File: config.mk
export PLATFORM = sky130hd
export DESIGN_NAME = pipe_stage
export DESIGN_NICKNAME = d
export VERILOG_FILES = /design/src/rtl/pipe_stage_pkg.sv /design/src/rtl/pipe_stage_slot.sv /design/src/rtl/pipe_stage.sv
export SDC_FILE = /design/constraint.sdc
export NUM_CORES = 1
export LEC_CHECK = 0
export CORE_ASPECT_RATIO = 1.1
export CORE_UTILIZATION = 41
export CTS_CLUSTER_DIAMETER = 200
export DETAILED_ROUTE_END_ITERATION = 8
export GPL_TIMING_DRIVEN = 1
export PLACE_DENSITY = 0.77
export SLEW_MARGIN = 20
export SYNTH_ARGS = -nofsm -noshare
export SYNTH_HDL_FRONTEND = slang
export SYNTH_SLANG_ARGS = --single-unit
File: constraint.sdc
create_clock -name clk_i -period 2.75 [get_ports clk_i]
set_input_delay 0.275 -clock clk_i [delete_from_list [all_inputs] [get_ports clk_i]]
set_output_delay 0.275 -clock clk_i [all_outputs]
set_load 0.05 [all_outputs]
File: src/rtl/pipe_stage_pkg.sv
// Shared widths, bubble encoding and slot operation codes for pipe_stage.
// The optional skid entry is enabled with the PIPE_STAGE_SKID_EN macro.
`ifndef PIPE_STAGE_DEFINES
`define PIPE_STAGE_DEFINES
`define ADDR_WIDTH 32
`define DATA_WIDTH 32
`define INST_NOP 32'h0000_0013
`endif

package pipe_stage_pkg;

    localparam int unsigned ADDR_W_DEF = `ADDR_WIDTH;
    localparam int unsigned INST_W_DEF = `DATA_WIDTH;
    localparam logic [31:0] NOP_INST_DEF = `INST_NOP;
    localparam int unsigned CNT_W_DEF = 16;

    typedef enum logic [1:0] {
        SLOT_HOLD  = 2'd0,
        SLOT_LOAD  = 2'd1,
        SLOT_CLEAR = 2'd2,
        SLOT_FLUSH = 2'd3
    } slot_op_e;

endpackage

File: src/rtl/pipe_stage_slot.sv
// stage_slot: one payload register with valid bit, load, clear-to-NOP and flush.
// CLEAR keeps the address, FLUSH zeroes it as well.
module stage_slot
    import pipe_stage_pkg::*;
#(
    parameter int unsigned ADDR_W = ADDR_W_DEF,
    parameter int unsigned INST_W = INST_W_DEF,
    parameter logic [INST_W-1:0] NOP_INST = INST_W'(NOP_INST_DEF)
) (
    input  logic              clk_i,
    input  logic              rst_i,
    input  slot_op_e          op_i,
    input  logic [ADDR_W-1:0] addr_i,
    input  logic [INST_W-1:0] inst_i,
    output logic              valid_o,
    output logic [ADDR_W-1:0] addr_o,
    output logic [INST_W-1:0] inst_o
);

    logic              valid_d, valid_q;
    logic [ADDR_W-1:0] addr_d, addr_q;
    logic [INST_W-1:0] inst_d, inst_q;

    // Next payload state from the requested slot operation.
    always_comb begin
        valid_d = valid_q;
        addr_d  = addr_q;
        inst_d  = inst_q;
        case (op_i)
            SLOT_LOAD: begin
                valid_d = 1'b1;
                addr_d  = addr_i;
                inst_d  = inst_i;
            end
            SLOT_CLEAR: begin
                valid_d = 1'b0;
                inst_d  = NOP_INST;
            end
            SLOT_FLUSH: begin
                valid_d = 1'b0;
                addr_d  = {ADDR_W{1'b0}};
                inst_d  = NOP_INST;
            end
            default: begin
                valid_d = valid_q;
                addr_d  = addr_q;
                inst_d  = inst_q;
            end
        endcase
    end

    // Payload register, asynchronously reset to an empty NOP slot.
    always_ff @(posedge clk_i or posedge rst_i) begin
        if (rst_i) begin
            valid_q <= 1'b0;
            addr_q  <= {ADDR_W{1'b0}};
            inst_q  <= NOP_INST;
        end else begin
            valid_q <= valid_d;
            addr_q  <= addr_d;
            inst_q  <= inst_d;
        end
    end

    assign valid_o = valid_q;
    assign addr_o  = addr_q;
    assign inst_o  = inst_q;

endmodule

File: src/rtl/pipe_stage.sv
// pipe_stage: valid/ready pipeline latch with flush, hold and saturating stall counter.
// Define PIPE_STAGE_SKID_EN to add a skid entry and decouple in_ready_o from out_ready_i.
module pipe_stage
    import pipe_stage_pkg::*;
#(
    parameter int unsigned ADDR_W = ADDR_W_DEF,
    parameter int unsigned INST_W = INST_W_DEF,
    parameter logic [INST_W-1:0] NOP_INST = INST_W'(NOP_INST_DEF),
    parameter int unsigned CNT_W = CNT_W_DEF
) (
    input  logic              clk_i,
    input  logic              rst_i,
    input  logic              in_valid_i,
    output logic              in_ready_o,
    input  logic [ADDR_W-1:0] inst_addr_i,
    input  logic [INST_W-1:0] inst_i,
    output logic              out_valid_o,
    input  logic              out_ready_i,
    output logic [ADDR_W-1:0] inst_addr_o,
    output logic [INST_W-1:0] inst_o,
    input  logic              hold_i,
    input  logic              flush_i,
    output logic [CNT_W-1:0]  stall_cnt_o
);

    logic              accept_s;
    logic              fire_s;
    logic              in_ready_s;
    slot_op_e          main_op_s;
    logic [ADDR_W-1:0] main_addr_in_s;
    logic [INST_W-1:0] main_inst_in_s;
    logic              main_valid_s;
    logic [ADDR_W-1:0] main_addr_s;
    logic [INST_W-1:0] main_inst_s;
    logic [CNT_W-1:0]  stall_cnt_d, stall_cnt_q;

    stage_slot #(
        .ADDR_W   (ADDR_W),
        .INST_W   (INST_W),
        .NOP_INST (NOP_INST)
    ) u_main (
        .clk_i   (clk_i),
        .rst_i   (rst_i),
        .op_i    (main_op_s),
        .addr_i  (main_addr_in_s),
        .inst_i  (main_inst_in_s),
        .valid_o (main_valid_s),
        .addr_o  (main_addr_s),
        .inst_o  (main_inst_s)
    );

`ifdef PIPE_STAGE_SKID_EN
    slot_op_e          skid_op_s;
    logic              skid_valid_s;
    logic [ADDR_W-1:0] skid_addr_s;
    logic [INST_W-1:0] skid_inst_s;

    stage_slot #(
        .ADDR_W   (ADDR_W),
        .INST_W   (INST_W),
        .NOP_INST (NOP_INST)
    ) u_skid (
        .clk_i   (clk_i),
        .rst_i   (rst_i),
        .op_i    (skid_op_s),
        .addr_i  (inst_addr_i),
        .inst_i  (inst_i),
        .valid_o (skid_valid_s),
        .addr_o  (skid_addr_s),
        .inst_o  (skid_inst_s)
    );

    // Two-entry steering: the skid refills main on fire so order is preserved.
    always_comb begin
        in_ready_s     = !skid_valid_s && !hold_i;
        fire_s         = main_valid_s && out_ready_i && !hold_i;
        accept_s       = in_valid_i && in_ready_s;
        main_op_s      = SLOT_HOLD;
        skid_op_s      = SLOT_HOLD;
        main_addr_in_s = inst_addr_i;
        main_inst_in_s = inst_i;
        if (flush_i) begin
            main_op_s = SLOT_FLUSH;
            skid_op_s = SLOT_FLUSH;
        end else if (fire_s) begin
            if (skid_valid_s) begin
                main_op_s      = SLOT_LOAD;
                main_addr_in_s = skid_addr_s;
                main_inst_in_s = skid_inst_s;
                skid_op_s      = SLOT_CLEAR;
            end else if (accept_s) begin
                main_op_s = SLOT_LOAD;
            end else begin
                main_op_s = SLOT_CLEAR;
            end
        end else if (accept_s) begin
            if (main_valid_s) begin
                skid_op_s = SLOT_LOAD;
            end else begin
                main_op_s = SLOT_LOAD;
            end
        end else begin
            main_op_s = SLOT_HOLD;
            skid_op_s = SLOT_HOLD;
        end
    end
`else
    // Single entry: ready only when empty or draining this cycle.
    always_comb begin
        in_ready_s     = !hold_i && (!main_valid_s || out_ready_i);
        fire_s         = main_valid_s && out_ready_i && !hold_i;
        accept_s       = in_valid_i && in_ready_s;
        main_op_s      = SLOT_HOLD;
        main_addr_in_s = inst_addr_i;
        main_inst_in_s = inst_i;
        if (flush_i) begin
            main_op_s = SLOT_FLUSH;
        end else if (accept_s) begin
            main_op_s = SLOT_LOAD;
        end else if (fire_s) begin
            main_op_s = SLOT_CLEAR;
        end else begin
            main_op_s = SLOT_HOLD;
        end
    end
`endif

    // Stall counter saturates at all-ones; flush does not clear it.
    always_comb begin
        stall_cnt_d = stall_cnt_q;
        if (main_valid_s && !fire_s) begin
            if (stall_cnt_q != {CNT_W{1'b1}}) begin
                stall_cnt_d = stall_cnt_q + CNT_W'(1);
            end else begin
                stall_cnt_d = stall_cnt_q;
            end
        end else begin
            stall_cnt_d = stall_cnt_q;
        end
    end

    // Stall counter register.
    always_ff @(posedge clk_i or posedge rst_i) begin
        if (rst_i) begin
            stall_cnt_q <= {CNT_W{1'b0}};
        end else begin
            stall_cnt_q <= stall_cnt_d;
        end
    end

    assign in_ready_o  = in_ready_s;
    assign out_valid_o = main_valid_s;
    assign inst_addr_o = main_addr_s;
    assign inst_o      = main_inst_s;
    assign stall_cnt_o = stall_cnt_q;

endmodule
==> impl_metrics.py <==
metrics = {
    "outcome": {
        "outcome": "finished, final reports clean",
    },
    "synth": {
        "synth.avg_cell_area_sq_um": 11.0,
        "synth_enable_flop_cells": 0,
        "synth.top_cell.area_share_pct": 59.3,
        "ys_seq_area_share_pct": 61.7,
        "yosysWarnings": 0,
        "synth-async-reset-ratio_pct": 100,
        "synth_common_cells": "78 x dfrtp_1, 74 x nand2_1, 34 x a21oi_1",
        "synth_area_leader_cell": "dfrtp_1",
        "ys_ff_latch": 81,
        "synth_most_common_cell": "dfrtp_1",
        "netlist_area_sq_mm": 0.00329,
        "synth-main-ff-cell": "dfrtp_1",
        "synth_nets": 369,
        "syn_inst": 298,
        "yosysUniqueCellTypes": 30,
        "synthTopCellsByArea": "dfrtp_1 59%, nand2_1 8.4%, a22o_1 7.7%, a21oi_1 5.2%, xor2_1 2.9%",
    },
    "power_and_ir_drop": {
        "power_frac_clock_pct": 27.3,
        "p_int_uw": 1900,
        "power_frac_comb_pct": 26.2,
        "p_seq_share_pct": 46.5,
        "switchingPower_uw": 1010,
        "leakage_uw": 0.00220,
        "p_total_uw": 2910,
        "irDropWorstVdd_v": 0.000329,
        "p_sw_share_pct": 34.6,
        "power_density_mw_per_mm2": 573,
    },
    "hold_path": {
        "holdCritPathClass": "primary input to asynchronous set/reset pin",
    },
    "critical_path": {
        "path_max_fanout": 5,
        "crit_buf_inv": 2,
        "crit_type": "flop to primary output",
        "cpPeakStageDelay_ps": 800,
        "end_kind": "primary output",
        "slowest_stage": "clkdlybuf4s50_1",
        "startpoint_type": "flop",
        "r2r_setup_slack_ps": 850,
        "arrival_ps": 1860,
        "required_ps": 2480,
        "cp_top_family": "buffers and inverters",
        "worstPathCellList": "inv_2 -> o21a_1 -> clkdlybuf4s50_1",
    },
    "sta": {
        "finalSetupViolations": 0,
        "drv_slew": 0,
        "fin_ws_ps": 618,
        "post-route-period-util_pct": 77.5,
        "maxSlewHeadroom_pct": 54.9,
        "min_period_ps": 2130,
        "finClkSkew_ps": 7.86,
        "rsz0062_at_grt": "false",
        "tns_ps": 0,
        "fmax_mhz": 469,
        "worstMarginPinSlew_ps": 674,
        "hold_viol": 0,
    },
    "route": {
        "drc_errors": 0,
        "postRouteWirelength_mm": 8.60,
        "via_count": 2802,
        "wl_per_cell_um": 15.4,
        "routed_via_density": 5.02,
        "ant_nets": 0,
        "drtIter0Drc": 102,
        "first_pass_iters": 5,
    },
    "finish": {
        "drive_above_1_share_pct": 7.06,
        "antennaDiodeCount": 0,
        "post-route-util_pct": 66.9,
        "n_fill_cell": 647,
        "fin_nets": 519,
        "stdcell_area_sq_mm": 0.00508,
        "area_growth_pct": 54.5,
    },
    "clock_network": {
        "cts_hold_buf": 0,
        "post_cts_resized": 0,
        "cts-root-buf": "clkbuf_8",
        "cts_tree": "built",
        "cts_buffer_depth": 2,
        "cts_buffers": 9,
        "htreeDepth": 3,
        "clock_latency_ps": 350,
        "path_clk_slew_ps": 90,
        "post_cts_buffers": 0,
        "clock-sinks": 81,
    },
    "grt": {
        "grt_pass1_wl_mm": 13.4,
        "grt_overflow": 0,
        "grt_usage_pct": 21.1,
        "grt_pass1_vias": 2736,
        "antenna_found_initial": 0,
        "grt_start_max_net_pins": 65,
    },
    "floorplanning": {
        "die_w_um": 87.4,
        "die_height_um": 96.0,
        "start_util_pct": 43.3,
        "rows": 33,
        "die_area_sq_mm": 0.00839,
        "boundaryPins": 152,
        "core_sq_mm": 0.00760,
    },
    "place": {
        "post-dp-hpwl_mm": 6.06,
        "io_buffers": 151,
        "gp_congestion": 0.733,
        "dp_slack_ps": 430,
        "placed_cell_area_sq_mm": 0.00489,
    },
    "run": {
        "cap_violations": 0,
    },
}
-- layer usage --
layer	vias to the layer above	global-route usage, %	wire [um]
met1	1351	26.5	3580
met4	0	7.38	105
met5	-	0	0
met2	111	35.3	4300
met3	9	5.40	615
li1	1331	-	-
-- final timing paths --
path                       depth (start not counted)        startpoint           endpoint
setup reg to reg                                   5    stall_cnt_o[0]     stall_cnt_o[1]
hold / removal                                     2             rst_i  u_main.addr_o[31]
hold reg to reg                                    2  u_main.inst_o[0]   u_main.inst_o[0]
min in group clk_i                                 3         inst_i[1]   u_main.inst_o[1]
max in group asynchronous                          3             rst_i   u_main.inst_o[0]
setup / recovery                                   3    u_main.valid_o         in_ready_o
-- cell families after synthesis --
family,synth area share [%]
AOI/OAI and AO/OA,14.8
DFF,61.7
adders and majority gates,0.380
and+or+nand+nor,15.3
buffers and inverters,3.54
xor gates and xnor gates,3.99
muxes,0.342
-- registers in the layout (all words and copies together), names as in the netlist --
name / cells
u_main.addr_o: 32
u_main.inst_o: 32
stall_cnt_o: 16
u_main.valid_o: 1
-- layout make-up --
class	instances	area, sq um	share of cell area (%)
clock buffer	9	124	2.44
clock inverter	7	55.1	1.08
inverter	4	16.3	0.320
multi-input combinational	195	1150	22.6
sequential	81	2030	39.9
tap	105	131	2.58
timing repair buffer	157	1580	31.0
-- placed cells by master, fill, tap and decap left out, types with 3 or more instances in the layout --
| cell type | Yosys | layout |
|---|---|---|
| clkdlybuf4s50_1 | 0 | 151 |
| dfrtp_1 | 78 | 78 |
| nand2_1 | 74 | 74 |
| a21oi_1 | 34 | 34 |
| a22o_1 | 29 | 29 |
| xor2_1 | 11 | 11 |
| clkbuf_8 | 0 | 9 |
| nor3_1 | 8 | 8 |
| nand4_1 | 7 | 7 |
| nand3_1 | 6 | 6 |
| xnor2_1 | 4 | 4 |
| buf_4 | 1 | 4 |
| and4_1 | 3 | 3 |
| nor4_1 | 3 | 3 |
| dfstp_2 | 3 | 3 |
-- stage by stage --
step | hold WS, ps | instances
finish | 202 | 558
global route | 215 | 558
CTS | 206 | 557
detailed placement | 459 | 541
global placement | 450 | 541
floorplan | 391 | 298
-- power by group through the flow --
stage                     Sequential, uW  Clock (uW)  Combinational, uW
after floorplan                     1650           0                169
after global placement              1370           0                758
after detailed placement            1380           0                764
after CTS                           1350         815                766
after global routing                1370         858                805
final                               1360         794                762
No activity file was read; power rests on OpenSTA's default activity.
==> variant (same settings) <==
`ADDR_WIDTH`: 32 -> 24.
--- a/src/rtl/pipe_stage_pkg.sv
+++ b/src/rtl/pipe_stage_pkg.sv
@@ -4,3 +4,3 @@
 `define PIPE_STAGE_DEFINES
-`define ADDR_WIDTH 32
+`define ADDR_WIDTH 24
 `define DATA_WIDTH 32
Interface: changed (resized inst_addr_i and inst_addr_o); port bits go from 152 to 136. No check against the original RTL was run, so the function may have changed too.
==> variant against the unedited design <==
The run now ends with DRC left. Area after synthesis is 7.5% lower. Routed wire length is 11% lower. Final area is 7.3% lower. Non-clock buffer count is 16 lower. Power is 2.0% higher. Sequential cell count is 8 lower. Worst hold slack better by 0.080 ns. Global-route usage is 0.22 points lower. Setup slack worse by 0.0047 ns. Critical path type unchanged. Critical endpoint unchanged.
==> variant: results (changes against the unedited design) <==
| Stage | Result | Value | vs unedited |
|:---|:---|:---|:---|
| outcome | Status | complete, but fails checks |  |
| outcome | Failing checks | DRC |  |
| global routing | Met2 track demand over resource in global routing | 33.0% | -2.3 points |
| placed design | Post-Place Setup Slack | 0.676 ns | +0.245 ns |
| drt | WL met1 | 3350 microns | -6.4% |
| global routing | Grt met3 use | 4.90% | -0.50 points |
| pwr | Switching Share | 32.3% | -2.3 points |
| cells and area | Filler cells | 599 | -7.4% |
| timing | Layout Skew | 0.00760 ns | -0.000257 ns |
| timing | Final worst path period need | 2.14 ns | +0.00473 ns |
| synth | Unique masters post-synth | 41 | +37% |
| drt | Routed vias | 2,636 | -5.9% |
| global routing | Global-route wire length before repair | 12,700 microns | -5.3% |
| cells and area | Final net count | 471 | -9.2% |
| synth | Share of the yosys chip area belonging to registers | 60.1% | -1.6 points |
| global routing | Total routing usage reported by global routing | 20.8% | -0.22 points |
| pwr | Clock Power Share | 32.0% | +4.7 points |
| timing | Final hold slack | 0.282 ns | +0.0803 ns |
| timing | Max_slew headroom | 63.8% | +8.8 points |
| drt | Total met2 wirelength after detailed routing | 3580 microns | -17% |
| drt | Detailed route wirelength on metal3 | 591 microns | -3.9% |
| drt | Number of iterations in the first detailed-routing pass | 6 | +1 |
| placed design | DP Wirelength | 5360 microns | -11% |
| drt | Detailed router's first-iteration violation count | 148 | +45% |
| drt | Count of unresolved DRC violations after routing | 18 | +18 |
| synth | Most common library cells after synthesis | dfrtp_1, nand2_1, a22o_1, a21oi_1, nor2_1 |  |
| synth | Post-Synth Adder-Cell Area | 0.411% | +0.031 points |
| synth | Dominant cells by area after synthesis | dfrtp_1, a22o_1, nand2_1 |  |
| synth | Share of the synthesized area in compound gates (AO/OA/AOI/OAI) | 16.4% | +1.6 points |
[variant: worst min path at each step]
stage / startpoint / to / cells past startpoint
global route: rst_i / u_main.inst_o[20]$_DFFE_PP0P_ / 2
detailed placement: u_main.inst_o[14]$_DFFE_PP0P_ / u_main.inst_o[14]$_DFFE_PP0P_ / 1
global placement: u_main.inst_o[25]$_DFFE_PP0P_ / u_main.inst_o[25]$_DFFE_PP0P_ / 1
floorplan: inst_addr_i[0] / u_main.addr_o[0]$_DFFE_PP0P_ / 2
CTS: rst_i / u_main.inst_o[16]$_DFFE_PP0P_ / 2
finish: rst_i / u_main.inst_o[22]$_DFFE_PP0P_ / 2
[variant: layout make-up]
class	count	area, sq um	share of cell area [%]
Timing Repair Buffer	141	1410	29.9
Clock inverter	4	73.8	1.57
Multi-Input combinational cell	178	1120	23.7
Clock buffer	12	155	3.29
Sequential cell	73	1830	38.8
Inverter	5	18.8	0.398
Tap cell	85	106	2.26
